`src/rtl/str_stream_engine.sv`:
```
// -----------------------------------------------------------------------------
// str_stream_engine
//   Buffers one ASCII string (up to MAX_LEN bytes) from a valid/ready input
//   stream, then either streams it back out (pass, reverse, rotate-left by k)
//   or checks it for palindrome. Optional case folding is applied on write.
//
// Handshake: a byte moves on a side exactly on a rising edge where that
//   side's valid and ready are both 1. Input and output phases never overlap:
//   in_ready is 1 only in LOAD, out_valid is 1 only in EMIT.
//
// Ports
//   clk, rst_n                  clock, asynchronous active-low reset
//   in_valid/in_ready/in_data/in_last   input byte stream
//   mode, case_fold, rot_k      per-string controls, latched on first byte
//   out_valid/out_ready/out_data/out_last  output byte stream
//   len_o, overflow             length / truncation flag of last string
//   pal_valid, is_pal           palindrome result strobe and held result
// -----------------------------------------------------------------------------
module str_stream_engine #(
    parameter int MAX_LEN = 32,
    parameter int LW      = $clog2(MAX_LEN + 1)
) (
    input  logic          clk,
    input  logic          rst_n,
    input  logic          in_valid,
    output logic          in_ready,
    input  logic [7:0]    in_data,
    input  logic          in_last,
    input  logic [1:0]    mode,
    input  logic          case_fold,
    input  logic [LW-1:0] rot_k,
    output logic          out_valid,
    input  logic          out_ready,
    output logic [7:0]    out_data,
    output logic          out_last,
    output logic [LW-1:0] len_o,
    output logic          overflow,
    output logic          pal_valid,
    output logic          is_pal
);

    localparam int AW = (MAX_LEN > 1) ? $clog2(MAX_LEN) : 1;
    localparam logic [LW-1:0] MAX_L = LW'(MAX_LEN);

    typedef enum logic [1:0] {
        S_LOAD     = 2'd0,
        S_ROT_PREP = 2'd1,
        S_EMIT     = 2'd2,
        S_CHECK    = 2'd3
    } state_t;

    state_t        r_state;
    logic [7:0]    r_buf [MAX_LEN];
    logic [LW-1:0] r_wr_ptr;
    logic [LW-1:0] r_len;
    logic [LW-1:0] r_k;
    logic [AW-1:0] r_rd_ptr;
    logic [AW-1:0] r_j;
    logic [AW-1:0] r_i;
    logic [1:0]    r_mode;
    logic          r_fold;
    logic          r_first;      // next accepted byte starts a new string
    logic          r_ovf_pend;   // bytes dropped so far in the current string
    logic          r_overflow;
    logic          r_pal_valid;
    logic          r_is_pal;

    logic          w_accept;
    logic          w_full;
    logic          w_fold;
    logic [1:0]    w_mode;
    logic [7:0]    w_byte;
    logic [LW-1:0] w_len_new;
    logic          w_ovf_now;
    logic          w_emit_last;
    logic [LW-1:0] w_half;
    logic [AW-1:0] w_hi_idx;
    logic          w_rd_wrap;

    // Controls come straight from the ports on the first byte, since the
    // latched copies only become valid one edge later.
    assign w_mode    = r_first ? mode : r_mode;
    assign w_fold    = r_first ? case_fold : r_fold;
    assign w_accept  = in_valid && (r_state == S_LOAD);
    assign w_full    = (r_wr_ptr == MAX_L);
    assign w_byte    = (w_fold && in_data >= 8'h41 && in_data <= 8'h5A) ? (in_data | 8'h20) : in_data;
    assign w_len_new = w_full ? MAX_L : (r_wr_ptr + LW'(1));
    // The pending flag is stale on a string's first byte.
    assign w_ovf_now = (!r_first && r_ovf_pend) || w_full;

    assign w_emit_last = (LW'(r_j) == (r_len - LW'(1)));
    assign w_half      = r_len >> 1;
    assign w_hi_idx    = AW'(r_len - LW'(1)) - r_i;
    assign w_rd_wrap   = (LW'(r_rd_ptr) == (r_len - LW'(1)));

    assign in_ready  = (r_state == S_LOAD);
    assign out_valid = (r_state == S_EMIT);
    assign out_data  = (r_state == S_EMIT) ? r_buf[r_rd_ptr] : 8'h00;
    assign out_last  = (r_state == S_EMIT) && w_emit_last;
    assign len_o     = r_len;
    assign overflow  = r_overflow;
    assign pal_valid = r_pal_valid;
    assign is_pal    = r_is_pal;

    // String storage carries no reset; it is only read after being written.
    always_ff @(posedge clk) begin
        if (w_accept && !w_full) begin
            r_buf[r_wr_ptr[AW-1:0]] <= w_byte;
        end
    end

    always_ff @(posedge clk or negedge rst_n) begin
        if (!rst_n) begin
            r_state     <= S_LOAD;
            r_wr_ptr    <= '0;
            r_len       <= '0;
            r_k         <= '0;
            r_rd_ptr    <= '0;
            r_j         <= '0;
            r_i         <= '0;
            r_mode      <= 2'd0;
            r_fold      <= 1'b0;
            r_first     <= 1'b1;
            r_ovf_pend  <= 1'b0;
            r_overflow  <= 1'b0;
            r_pal_valid <= 1'b0;
            r_is_pal    <= 1'b0;
        end else begin
            r_pal_valid <= 1'b0;
            case (r_state)
                S_LOAD: begin
                    if (in_valid) begin
                        if (r_first) begin
                            r_mode     <= mode;
                            r_fold     <= case_fold;
                            r_k        <= rot_k;
                            r_ovf_pend <= 1'b0;
                            r_overflow <= 1'b0;
                        end
                        if (w_full) begin
                            r_ovf_pend <= 1'b1;
                        end else begin
                            r_wr_ptr <= r_wr_ptr + LW'(1);
                        end
                        if (in_last) begin
                            r_len      <= w_len_new;
                            r_overflow <= w_ovf_now;
                            r_wr_ptr   <= '0;
                            r_first    <= 1'b1;
                            r_j        <= '0;
                            r_i        <= '0;
                            r_rd_ptr   <= '0;
                            case (w_mode)
                                2'd0: r_state <= S_EMIT;
                                2'd1: begin
                                    r_state  <= S_EMIT;
                                    r_rd_ptr <= AW'(w_len_new - LW'(1));
                                end
                                2'd2: r_state <= S_ROT_PREP;
                                default: r_state <= S_CHECK;
                            endcase
                        end else begin
                            r_first <= 1'b0;
                        end
                    end
                end
                // Repeated subtraction reduces rot_k modulo len, one step per cycle.
                S_ROT_PREP: begin
                    if (r_k >= r_len) begin
                        r_k <= r_k - r_len;
                    end else begin
                        r_rd_ptr <= AW'(r_k);
                        r_state  <= S_EMIT;
                    end
                end
                S_EMIT: begin
                    if (out_ready) begin
                        if (w_emit_last) begin
                            r_state <= S_LOAD;
                        end else begin
                            r_j <= r_j + AW'(1);
                            if (r_mode == 2'd1) begin
                                r_rd_ptr <= r_rd_ptr - AW'(1);
                            end else if (w_rd_wrap) begin
                                r_rd_ptr <= '0;
                            end else begin
                                r_rd_ptr <= r_rd_ptr + AW'(1);
                            end
                        end
                    end
                end
                default: begin  // S_CHECK
                    if (LW'(r_i) >= w_half) begin
                        r_is_pal    <= 1'b1;
                        r_pal_valid <= 1'b1;
                        r_state     <= S_LOAD;
                    end else if (r_buf[r_i] != r_buf[w_hi_idx]) begin
                        r_is_pal    <= 1'b0;
                        r_pal_valid <= 1'b1;
                        r_state     <= S_LOAD;
                    end else begin
                        r_i <= r_i + AW'(1);
                    end
                end
            endcase
        end
    end

endmodule

```
`config.mk`:
```
export PLATFORM = sky130hd
export DESIGN_NAME = str_stream_engine
export DESIGN_NICKNAME = d
export VERILOG_FILES = /design/src/rtl/str_stream_engine.sv
export SDC_FILE = /design/constraint.sdc
export NUM_CORES = 1
export LEC_CHECK = 0
export CAP_MARGIN = 20
export CORE_ASPECT_RATIO = 2
export CORE_MARGIN = 1.5
export CORE_UTILIZATION = 60
export DETAILED_ROUTE_END_ITERATION = 10
export GPL_TIMING_DRIVEN = 0
export PLACE_DENSITY = 0.88
export RECOVER_POWER = 25
export SYNTH_ARGS = -nofsm -noshare
export SYNTH_HDL_FRONTEND = slang
export SYNTH_SLANG_ARGS = --single-unit
```
`constraint.sdc`:
```
create_clock -name clk -period 5.4 [get_ports clk]
set_input_delay 1.35 -clock clk [delete_from_list [all_inputs] [get_ports clk]]
set_output_delay 1.35 -clock clk [all_outputs]
set_load 0.05 [all_outputs]
```
## Yosys cells after proc, flatten, opt, wreduce, memory -nomap -nowiden

Memories as Yosys holds them, arrays and structs flattened.
Cells that the tools add are included.

- Add/sub/neg operators: 9
- Order comparisons: 4
- Equal/unequal tests: 20
- Mux-type cells: 48
- Bitwise gates (word level): 2
- Reductions and logical operators: 32

Operator list:

| cell | count |
|---|---|
| 5-bit 2-to-1 mux | 14 |
| 6-bit 2-to-1 mux | 7 |
| 5-bit case mux with 2 select lines | 2 |
| 2-bit 2-to-1 mux | 8 |
| 5-bit by 1-bit adder with 5-bit output, second input constant | 3 |
| 5-bit case mux with 3 select lines | 1 |
| 2-bit != test, second input constant | 7 |
| 5-bit by 6-bit == test with 1-bit output | 2 |
| 1-bit 2-to-1 mux | 12 |
| 6-bit case mux with 2 select lines | 1 |
| 3-bit AND reduction | 4 |
| 6-bit AND reduction | 2 |
| 5-bit AND reduction | 2 |
| 2-bit nonzero test | 5 |
| 5-bit by 1-bit subtractor with 5-bit output, second input constant | 2 |
| 8-bit by 7-bit >= comparator with 1-bit output, second input constant | 1 |
| 8-bit by 7-bit less-or-equal comparator with 1-bit output, second input constant | 1 |
| 8-bit 2-to-1 mux | 1 |
| 2-bit by 1-bit != test with 1-bit output, second input constant | 4 |
| 8-bit != test | 1 |
| 6-bit by 1-bit adder with 6-bit output, second input constant | 1 |
| 2-bit by 1-bit == test with 1-bit output, second input constant | 3 |
| 6-bit == test, second input constant | 1 |
| 6-bit >= comparator | 1 |
| 18 further kinds | 29 |

- Register bits after elaboration: 43
- RAM bits: 256
- Input bits: 22
- Output and inout port bits: 20
- Word-level logic and storage cells: 130
- Memories kept: 1

Memory list:

| name | depth | width | rd ports | clocked after Yosys merged registers in | wr ports | RTL line | source |
|---|---|---|---|---|---|---|---|
| r_buf | 32 | 8 | 3 | 0 | 1 | 53 | `logic [7:0] r_buf [MAX_LEN];` |

## Logic depth before layout (Yosys ltp)

Gate-level depths: netlist (run 1).

- Word-level depth: 7
- Mapped depth: 18
- Depth with buffers taken out: 15

## Least setup slack after synthesis (run 1)

Ideal clock, no wire load.

- Kind: flip-flop to flip-flop
- Start: register r_i[1]
- End: register r_i[0]
- Setup time: 0.087 ns
- Arrival: 4.469 ns
- Data required time: 5.313 ns
- Slack: 0.845 ns
- Stages on the path, launching flop included: 18
- Path buffers: 6
- Clock period less this slack: 4.555 ns
- Cell sequence: dfrtp_1 > buf_2 > buf_2 > buf_2 > inv_1 > fa_1 > buf_4 > buf_2 > buf_2 > mux4_2 > nand2_1 > nand2_1 > o211ai_1 > a21oi_1 > nor4b_2 > nand4_2 > or4_1 > o211ai_1

- Cells in the longest elaborated chain, start to end: 5
- Elaborated cells between the ends (all ways): 7
- Those cells by class: 1 x add/sub; 1 x order compare; 3 x eq/ne; 1 x reduce/logical; 1 x memory

RTL lines:

| element | RTL line | source |
|---|---|---|
| start: declaration | 59 | `logic [AW-1:0] r_i;` |
| start signal: assignment | 202 | `r_i <= r_i + AW'(1);` |
| 5-bit subtractor | 93 | `assign w_hi_idx = AW'(r_len - LW'(1)) - r_i;` |
| memory read 32 x 8 bit | n/a |  |
| 8-bit != test | 197 | `end else if (r_buf[r_i] != r_buf[w_hi_idx]) begin` |
| 2-bit != test (no line) | n/a |  |
| 5-bit AND reduction (no line) (*) | n/a |  |

Mark *: on every way between the ends. The rest lies on a longest branch, timed or not.
A chain may end at the register's enable or synchronous reset.

## Worst setup path after layout (run 1)

- Start: register r_rd_ptr[0]
- End: output out_data[0]

- Cells in the longest elaborated chain, start to end: 2

RTL lines:

| element | RTL line | source |
|---|---|---|
| start: declaration | 57 | `logic [AW-1:0] r_rd_ptr;` |
| start signal: assignment | 157 | `r_rd_ptr <= AW'(w_len_new - LW'(1));` |
| start signal: assignment | 172 | `r_rd_ptr <= AW'(r_k);` |
| start signal: assignment | 183 | `r_rd_ptr <= r_rd_ptr - AW'(1);` |
| memory read 32 x 8 bit | n/a |  |
| 8-bit 2-to-1 mux | 98 | `assign out_data = (r_state == S_EMIT) ? r_buf[r_rd_ptr] : 8'h00;` |
| end: declaration | 34 | `output logic [7:0] out_data,` |

Every way passes these cells.

==> impl_metrics.env, run 1 <==
export IMPL_utilization_pct=68.5
export IMPL_chipHeight_um=243
export IMPL_synth_top_area_cell="edfxtp_1"
export IMPL_dp_slack_ns=-0.782
export IMPL_final_setup_tns_ns=0
export IMPL_stdcell_area_um2=19400
export IMPL_antenna_left=0
export IMPL_antenna_found_initial=18
export IMPL_grt_pass1_wl_um=91100
export IMPL_grt_pass1_vias=12400
export IMPL_fin_skew_ns=0.0139
export IMPL_clockBufferDepth=3
export IMPL_placed_cell_area_um2=18200
export IMPL_path_max_fanout=10
export IMPL_maxCapViolations=1
export IMPL_num_nets_final=1248
export IMPL_cp_start_kind="flop"
export IMPL_status="finished with violations"
export IMPL_fp_coreArea_um2=28300
export IMPL_synthArstFlopShare_pct=14.4
export IMPL_worst_path_buf_inv=3
export IMPL_drv_slew=37
export IMPL_routed_wl_um=64700
export IMPL_num_vias=12600
export IMPL_critPathMostFrequentCell="mux4_2"
export IMPL_portBuffers=41
export IMPL_post_synth_inst_count=1112
export IMPL_crit_family="buffers and inverters"
export IMPL_grt_start_max_net_pins=37
export IMPL_cts_made_buffers=26
export IMPL_ctsHoldBuffers=0
export IMPL_min_delay_path_depth=2
export IMPL_avgSynthCellArea_um2=15.5
export IMPL_ios=42
export IMPL_cpPeakStageDelay_ns=0.75
export IMPL_timing_final_crit_period_ns=5.39
export IMPL_gp_congestion=1.02
export IMPL_multi_input_area_um2=8070
export IMPL_r2r_end="r_i[0]$_DFFE_PN0P_"
export IMPL_start_util_pct=61.1
export IMPL_hp_start="r_k[5]$_DFFE_PN0P_"
export IMPL_firstDrtPassIters=6
export IMPL_worstPathArrival_ns=4.04
export IMPL_worst_slew_pin_slew_ns=2.11
export IMPL_nFillCells=1827
export IMPL_vias_per_cell=7.98
export IMPL_hold_viol=0
export IMPL_maxSlewHeadroom_pct=-40.8
export IMPL_die_area_um2=29900
export IMPL_cts_clk_slew_worst_paths_ns=0.08
export IMPL_cp_slowest_cell="clkdlybuf4s50_1"
export IMPL_violations="max-capacitance violations, max-slew violations"
export IMPL_drt_iter0_markers=2099
export IMPL_rsz0062_at_grt="true"
export IMPL_dpl_hpwl_um=44000
export IMPL_r2r_setup_slack_ns=0.12
export IMPL_root_buffer="clkbuf_16"
export IMPL_drive_gt1_share_pct=28.0
export IMPL_routedWlPerCell_um=40.8
export IMPL_synth_seq_cells=299
export IMPL_r2r_start="r_i[1]$_DFFE_PN0P_"
export IMPL_drc=0
export IMPL_r2r_cells=16
export IMPL_synth_commonest_cells="edfxtp_1 (256), mux4_2 (224), nand2_1 (114)"
export IMPL_tritoncts="built"
export IMPL_worst_setup_path_type="reg -> out"
export IMPL_ys_seq_area_share_pct=50.7
export IMPL_finalCritPeriodShare_pct=99.7
export IMPL_setup_slack_ns=0.0138
export IMPL_ys_flop_type="edfxtp_1"
export IMPL_clk_latency_ns=0.59
export IMPL_path_cells="clkbuf_1, buf_2, mux4_2, mux4_2, mux2i_1, nor2_1, clkdlybuf4s50_1"
export IMPL_timing_fmax_mhz=186
export IMPL_synth_nets=1165
export IMPL_holdPathEnd="r_k[5]$_DFFE_PN0P_"
export IMPL_hold_path_class="reg -> reg"
export IMPL_area_growth_syn_to_layout_pct=12.1
export IMPL_gr_total_overflow=0
export IMPL_yosysWarnings=0
export IMPL_grt_usage_pct=46.0
export IMPL_ys_top_cells_by_area="edfxtp_1 (44%), mux4_2 (29%), dfrtp_1 (6.1%)"
export IMPL_regArea_um2=8770
export IMPL_crit_path_end_kind="primary output"
export IMPL_synthDistinctLibCells=63
export IMPL_yosys_cell_count_top_type="edfxtp_1"
export IMPL_rows=87
export IMPL_die_width_um=123
export IMPL_setup_violations_final=0
export IMPL_worstPathRequired_ns=4.05
export IMPL_synth_edff_count=256
export IMPL_htree_num_levels=1
export IMPL_synth_area_um2=17300
export IMPL_synth_top_cell_area_share_pct=44.5
export IMPL_cts_sinks=299
-- per-layer routing --
| metal | vias up | track usage, % | wire length (um) |
|---|---|---|---|
| met5 | - | 0.347 | 39 |
| met4 | 6 | 42.5 | 8430 |
| met3 | 488 | 23.7 | 8640 |
| met2 | 1267 | 70.5 | 31000 |
| met1 | 6156 | 42.9 | 16600 |
| li1 | 4723 | - | - |
-- worst reg2reg max path, delay by kind of cell (launching register included) --
kind                     cells  cell delay (ns)
buffers and inverters        5             1.40
AND/OR/NAND/NOR              4             1.37
AO/OA/AOI/OAI                4             0.70
XOR/XNOR                     2             0.69
adder cells (fa/ha/maj)      1             0.54
flip-flops                   1             0.49
-- cell families (layout without fill, tap and decap cells) --
family | count (synthesis) | after routing | share of synthesized area [%]
muxes | 242 | 242 | 30.3
AOI/OAI and AO/OA | 134 | 134 | 5.03
adders and majority gates | 31 | 31 | 2.33
xor gates and xnor gates | 34 | 34 | 1.77
other | 0 | 13 | 0
and+or+nand+nor | 262 | 262 | 7.17
buffers and inverters | 110 | 212 | 2.72
DFF | 299 | 299 | 50.7
-- final cells by class --
cell class / count / area share (%)
flip-flops and latches: 299 / 45.2
multi-input cells: 703 / 41.6
clock buffers: 29 / 3.53
repair buffers: 57 / 3.12
plain buffers: 81 / 2.31
well taps: 356 / 2.30
clock inverters: 18 / 1.18
inverters: 27 / 0.523
diodes: 13 / 0.168
-- timing repair --
action | CTS | global route
setup endpoints to repair | 17 | 16
resized for setup | 35 | 27
buffers inserted | 0 | 6
pin swaps | 0 | 3
-- flip-flops by register name (all words and copies together) (netlist names), 2 cells and up --
| signal | cells |
|---|---|
| r_buf | 256 |
| r_j | 5 |
| r_state | 2 |
| r_wr_ptr | 6 |
| r_k | 6 |
| len_o | 6 |
| r_mode | 2 |
| r_rd_ptr | 5 |
| r_i | 5 |
-- how the worst max path moves through the flow --
stage,slack [ns],to,cells past startpoint,from
floorplan,0.84,r_i[0]$_DFFE_PN0P_,17,r_i[1]$_DFFE_PN0P_
global route,-0.03,r_i[0]$_DFFE_PN0P_,17,r_i[1]$_DFFE_PN0P_
detailed placement,-0.78,r_i[0]$_DFFE_PN0P_,17,r_i[1]$_DFFE_PN0P_
finish,0.01,out_data[0],7,r_rd_ptr[0]$_DFFE_PN0P_
global placement,-0.72,r_i[0]$_DFFE_PN0P_,17,r_i[1]$_DFFE_PN0P_
CTS,0.002,r_i[0]$_DFFE_PN0P_,15,r_i[1]$_DFFE_PN0P_
-- layout by cell type (no fill, tap or decap), types with 17 or more instances in the layout --
master	n
edfxtp_1	256
mux4_2	224
nand2_1	114
nor2_1	58
dfrtp_1	41
clkbuf_1	38
o21ai_0	38
a21oi_1	36
ha_1	29
clkbuf_16	27
clkdlybuf4s50_1	27
inv_1	26
buf_2	17
xnor2_1	17
-- metrics by stage --
stage | std cells | hold slack [ns]
floorplan | 1112 | 0.451
global placement | 1509 | 0.466
detailed placement | 1510 | 0.501
CTS | 1556 | 0.515
global route | 1570 | 0.563
finish | 1583 | 0.518
Power of run 1 is left out: the tool's default activity adds up to more than one toggle a clock period on the data nets, which glitch-free logic cannot reach.
==> run 2, diff against run 1 <==
--- a/config.mk
+++ b/config.mk
@@ -11,7 +11,7 @@
 export CORE_UTILIZATION = 60
 export DETAILED_ROUTE_END_ITERATION = 10
 export GPL_TIMING_DRIVEN = 0
-export PLACE_DENSITY = 0.88
+export PLACE_DENSITY = 0.87
 export RECOVER_POWER = 25
 export SYNTH_ARGS = -nofsm -noshare
 export SYNTH_HDL_FRONTEND = slang
==> run 2 against run 1 <==
Compared with the run above:
- the run still ends with max-capacitance violations, max-slew violations left
- cell count barely moved
- clock-buffer cell count up 4
- clock skew up 0.017 ns
- first-iteration DRC count shrank 16%
- sequential share of layout area down 0.25 points
- utilization up 0.38 points
- routed wire length is 1.7% higher
- via count fell by 0.13%
- worst setup slack improved by 0.034 ns
- critical endpoint is now out_data[6]
==> impl_metrics.env, run 2 (synthesized netlist as in run 1, its figures left out) <==
export IMPL_status="finished with violations"
export IMPL_violations="max-capacitance violations, max-slew violations"
export IMPL_num_nets_final=1253
export IMPL_die_width_um=123
export IMPL_chipHeight_um=243
export IMPL_antenna_found_initial=10
export IMPL_setup_violations_final=0
export IMPL_num_vias=12600
export IMPL_antenna_left=0
export IMPL_portBuffers=41
export IMPL_grt_start_max_net_pins=35
export IMPL_routedWlPerCell_um=41.5
export IMPL_hold_viol=0
export IMPL_nFillCells=1871
export IMPL_vias_per_cell=7.97
export IMPL_die_area_um2=29900
export IMPL_grt_pass1_wl_um=91900
export IMPL_cp_start_kind="flop"
export IMPL_fin_skew_ns=0.0306
export IMPL_cts_made_buffers=27
export IMPL_grt_pass1_vias=12400
export IMPL_htree_num_levels=1
export IMPL_dpl_hpwl_um=45600
export IMPL_drive_gt1_share_pct=29.3
export IMPL_firstDrtPassIters=6
export IMPL_path_max_fanout=10
export IMPL_start_util_pct=61.1
export IMPL_maxSlewHeadroom_pct=-20.8
export IMPL_worstPathRequired_ns=4.05
export IMPL_placed_cell_area_um2=18300
export IMPL_fp_coreArea_um2=28300
export IMPL_hold_path_class="reg -> reg"
export IMPL_rsz0062_at_grt="false"
export IMPL_gp_congestion=1.05
export IMPL_gr_total_overflow=0
export IMPL_ctsHoldBuffers=0
export IMPL_rows=87
export IMPL_drc=0
export IMPL_finalCritPeriodShare_pct=99.1
export IMPL_largest_register_ffs=256
export IMPL_clk_latency_ns=0.61
export IMPL_maxCapViolations=1
export IMPL_cts_clk_slew_worst_paths_ns=0.07
export IMPL_final_common_cell="edfxtp_1"
export IMPL_area_growth_syn_to_layout_pct=12.8
export IMPL_timing_fmax_mhz=187
export IMPL_timing_final_crit_period_ns=5.35
export IMPL_worst_slew_pin_slew_ns=1.81
export IMPL_clockBufferDepth=3
export IMPL_grt_usage_pct=46.5
export IMPL_drt_iter0_markers=1771
export IMPL_crit_path_end_kind="primary output"
export IMPL_root_buffer="clkbuf_16"
export IMPL_final_cell_mix="edfxtp_1 (256), mux4_2 (224), nand2_1 (114), nor2_1 (56), dfrtp_1 (41)"
export IMPL_routed_wl_um=65800
export IMPL_worstPathArrival_ns=4.00
export IMPL_drv_slew=32
export IMPL_cts_sinks=299
export IMPL_stdcell_area_um2=19500
export IMPL_worst_setup_path_type="reg -> out"
export IMPL_ios=42
export IMPL_tritoncts="built"
## run 2: cell count changes in the layout (fill, tap and decap cells not counted), sizes merged, moves of 3 or more
cell,change
clkbuf,+7
diode,-6
bufinv,-3
dlymetal6s2s,+3
## run 2: area by class of cell
| class | instances | area (um^2) | share of cell area, % |
|---|---|---|---|
| Antenna cell | 7 | 17.5 | 0.0899 |
| Buffer | 80 | 442 | 2.27 |
| Clock buffer | 33 | 698 | 3.58 |
| Clock inverter | 17 | 144 | 0.738 |
| Inverter | 27 | 101 | 0.520 |
| Multi-Input combinational cell | 703 | 8230 | 42.2 |
| Sequential cell | 299 | 8770 | 45.0 |
| Tap cell | 356 | 445 | 2.29 |
| Timing Repair Buffer | 62 | 646 | 3.31 |
## run 2: what timing repair did
item,CTS,global route
setup endpoints to repair,17,17
gates resized for setup,37,43
pin swaps,1,3
setup buffers,0,1
## run 2: worst max-delay path, cell delays in order, from the launching register on
cell             delay, ns
dfrtp_1               0.66
clkbuf_4              0.46
buf_2                 0.38
mux4_2                0.47
mux4_2                0.49
mux2i_1               0.14
nor2_1                0.06
clkdlybuf4s50_1       0.75
## run 2: through the flow
stage,hold WS [ns],util (%),worst slack [ns],std cells,setup TNS [ns]
floorplan,0.451,-,0.845,1112,0
global route,0.528,68.8,0.0251,1578,0
global placement,0.468,64.1,-1.18,1509,-11.44
CTS,0.487,67.9,0.00461,1566,0
finish,0.487,68.8,0.0481,1584,0
detailed placement,0.472,64.6,-1.28,1518,-12.20
## run 2: metal layers
metal	routed length (um)	part of all wire, %	track usage (%)	vias up
li1	-	-	-	4746
met1	17100	26	43.4	6235
met2	32100	49	72.3	1196
met3	8010	12	21.8	443
met4	8580	13	43.8	4
met5	30	0.046	1.74	-
## run 2: path summary, 6_finish.rpt
kind	slack, ns	from	depth (start not counted)	to
setup / recovery	0.05	r_rd_ptr[1]$_DFFE_PN0P_	7	out_data[6]
hold / removal	0.49	r_ovf_pend$_DFFE_PN0P_	2	r_ovf_pend$_DFFE_PN0P_
setup reg to reg	0.09	r_i[1]$_DFFE_PN0P_	17	r_i[4]$_DFFE_PN0P_
hold reg to reg	0.49	r_ovf_pend$_DFFE_PN0P_	2	r_ovf_pend$_DFFE_PN0P_
max in group asynchronous	2.39	rst_n	2	r_i[1]$_DFFE_PN0P_
min in group asynchronous	0.78	rst_n	1	r_wr_ptr[4]$_DFFE_PN0P_
Power of run 2 is left out for the same reason.
==> run 3, diff against run 2 <==
--- a/config.mk
+++ b/config.mk
@@ -13,6 +13,7 @@
 export GPL_TIMING_DRIVEN = 0
 export PLACE_DENSITY = 0.87
 export RECOVER_POWER = 25
+export SKIP_LAST_GASP = 1
 export SYNTH_ARGS = -nofsm -noshare
 export SYNTH_HDL_FRONTEND = slang
 export SYNTH_SLANG_ARGS = --single-unit
==> run 3 against run 2 <==
Compared with the run above:
- flip-flop and latch count stayed put
- the run still ends with max-capacitance violations, max-slew violations left
- cell area hardly changed
- via count up 0.12%
- non-clock buffer count did not move
==> impl_metrics.env, run 3 (synthesized netlist as in run 1, its figures left out) <==
export IMPL_largest_register_ffs=256
export IMPL_die_width_um=123
export IMPL_gr_total_overflow=0
export IMPL_grt_usage_pct=46.5
export IMPL_antenna_left=0
export IMPL_clockBufferDepth=3
export IMPL_gp_congestion=1.05
export IMPL_r2r_setup_slack_ns=0.10
export IMPL_critPathMostFrequentCell="mux4_2"
export IMPL_fin_skew_ns=0.0264
export IMPL_clk_latency_ns=0.61
export IMPL_drt_iter0_markers=1731
export IMPL_cp_slowest_cell="clkdlybuf4s50_1"
export IMPL_ctsHoldBuffers=0
export IMPL_start_util_pct=61.1
export IMPL_r2r_start="r_i[1]$_DFFE_PN0P_"
export IMPL_r2r_end="r_i[4]$_DFFE_PN0P_"
export IMPL_final_setup_tns_ns=0
export IMPL_cp_depth=7
export IMPL_vias_per_cell=7.99
export IMPL_grt_pass1_wl_um=91900
export IMPL_stdcell_area_um2=19500
export IMPL_routedWlPerCell_um=41.6
export IMPL_status="finished with violations"
export IMPL_crit_family="buffers and inverters"
export IMPL_drc=0
export IMPL_hold_path_class="reg -> reg"
export IMPL_cts_sinks=299
export IMPL_crit_path_end_kind="primary output"
export IMPL_path_cells="clkbuf_4, buf_2, mux4_2, mux4_2, mux2i_1, nor2_1, clkdlybuf4s50_1"
export IMPL_regArea_um2=8770
export IMPL_die_area_um2=29900
export IMPL_antenna_found_initial=10
export IMPL_worst_path_buf_inv=3
export IMPL_htree_num_levels=1
export IMPL_cpPeakStageDelay_ns=0.76
export IMPL_violations="max-capacitance violations, max-slew violations"
export IMPL_maxSlewHeadroom_pct=-21.2
export IMPL_final_cell_mix="edfxtp_1 (256), mux4_2 (224), nand2_1 (114), nor2_1 (56), dfrtp_1 (41)"
export IMPL_area_growth_syn_to_layout_pct=12.7
export IMPL_timing_final_crit_period_ns=5.38
export IMPL_maxCapViolations=1
export IMPL_dp_slack_ns=-1.28
export IMPL_cp_start_kind="flop"
export IMPL_root_buffer="clkbuf_16"
export IMPL_worstPathArrival_ns=4.03
export IMPL_grt_pass1_vias=12400
export IMPL_setup_violations_final=0
export IMPL_hold_viol=0
export IMPL_portBuffers=41
export IMPL_min_delay_path_depth=2
export IMPL_tritoncts="built"
export IMPL_final_common_cell="edfxtp_1"
export IMPL_rsz0062_at_grt="true"
export IMPL_worstPathRequired_ns=4.05
export IMPL_firstDrtPassIters=6
export IMPL_hp_start="r_ovf_pend$_DFFE_PN0P_"
export IMPL_grt_start_max_net_pins=35
export IMPL_finalCritPeriodShare_pct=99.7
export IMPL_rows=87
export IMPL_fp_coreArea_um2=28300
export IMPL_setup_slack_ns=0.0157
export IMPL_cts_made_buffers=27
export IMPL_drive_gt1_share_pct=29.3
export IMPL_cts_clk_slew_worst_paths_ns=0.07
export IMPL_ios=42
export IMPL_worst_setup_path_type="reg -> out"
export IMPL_num_nets_final=1253
export IMPL_holdPathEnd="r_ovf_pend$_DFFE_PN0P_"
export IMPL_multi_input_area_um2=8230
export IMPL_chipHeight_um=243
export IMPL_num_vias=12600
export IMPL_nFillCells=1870
export IMPL_routed_wl_um=65900
export IMPL_timing_fmax_mhz=186
export IMPL_placed_cell_area_um2=18300
export IMPL_drv_slew=32
export IMPL_dpl_hpwl_um=45600
export IMPL_utilization_pct=68.8
export IMPL_path_max_fanout=10
export IMPL_worst_slew_pin_slew_ns=1.82
export IMPL_r2r_cells=17
## run 3: cell types whose count changed in the layout (fill, tap and decap cells not counted), sizes merged
| cell | previous run | this run |
|---|---|---|
| dlymetal6s2s | 7 | 6 |
| clkdlybuf4s50 | 28 | 29 |
| diode | 7 | 5 |
## run 3: timing repair
item / 4_1_cts / 5_1_grt
resized for setup: 37 / 42
setup buffers: 0 / 1
pin swaps: 1 / 3
endpoints found under the setup margin: 17 / 17
## run 3: worst max path at each step
stage / startpoint / to / slack [ns]
4_1_cts: r_rd_ptr[0]$_DFFE_PN0P_ / out_data[0] / 0.005
6_report: r_rd_ptr[1]$_DFFE_PN0P_ / out_data[6] / 0.02
3_5_place_dp: r_i[1]$_DFFE_PN0P_ / r_i[4]$_DFFE_PN0P_ / -1.28
2_1_floorplan: r_i[1]$_DFFE_PN0P_ / r_i[0]$_DFFE_PN0P_ / 0.84
5_1_grt: r_rd_ptr[1]$_DFFE_PN0P_ / out_data[3] / -0.005
3_3_place_gp: r_i[1]$_DFFE_PN0P_ / r_i[4]$_DFFE_PN0P_ / -1.18
## run 3: cell type report
class,count,area share [%]
Sequential cell,299,45.0
Multi-Input combinational cell,703,42.2
Clock buffer,33,3.58
Timing Repair Buffer,62,3.30
Tap cell,356,2.29
Buffer,80,2.27
Clock inverter,17,0.739
Inverter,27,0.520
Antenna cell,5,0.0642
## run 3: layer usage
metal | vias to the layer above | routed length [um] | GRT usage [%] | share of wire, %
met5 | - | 139 | 1.74 | 0.21
met1 | 6280 | 17100 | 43.4 | 26
met2 | 1173 | 32000 | 72.3 | 49
met3 | 442 | 8010 | 21.8 | 12
met4 | 14 | 8530 | 43.8 | 13
li1 | 4730 | - | - | -
## run 3: through the flow
step | std cells | hold WS, ns
floorplan | 1112 | 0.451
global placement | 1509 | 0.468
detailed placement | 1518 | 0.472
CTS | 1566 | 0.487
global route | 1578 | 0.528
finish | 1582 | 0.486
## run 3: worst register-to-register path: stages (launching register included)
cell      delay [ns]
dfrtp_2         0.51
buf_6           0.29
buf_4           0.35
inv_1           0.17
fa_1            0.56
buf_4           0.25
buf_6           0.28
buf_8           0.28
mux4_2          0.54
nand2_1         0.09
nand2_1         0.13
o211ai_1        0.39
a21oi_1         0.18
nor4b_4         0.27
buf_4           0.19
nand4_4         0.16
or3_1           0.39
a21oi_1         0.18
Power of run 3 is left out for the same reason.
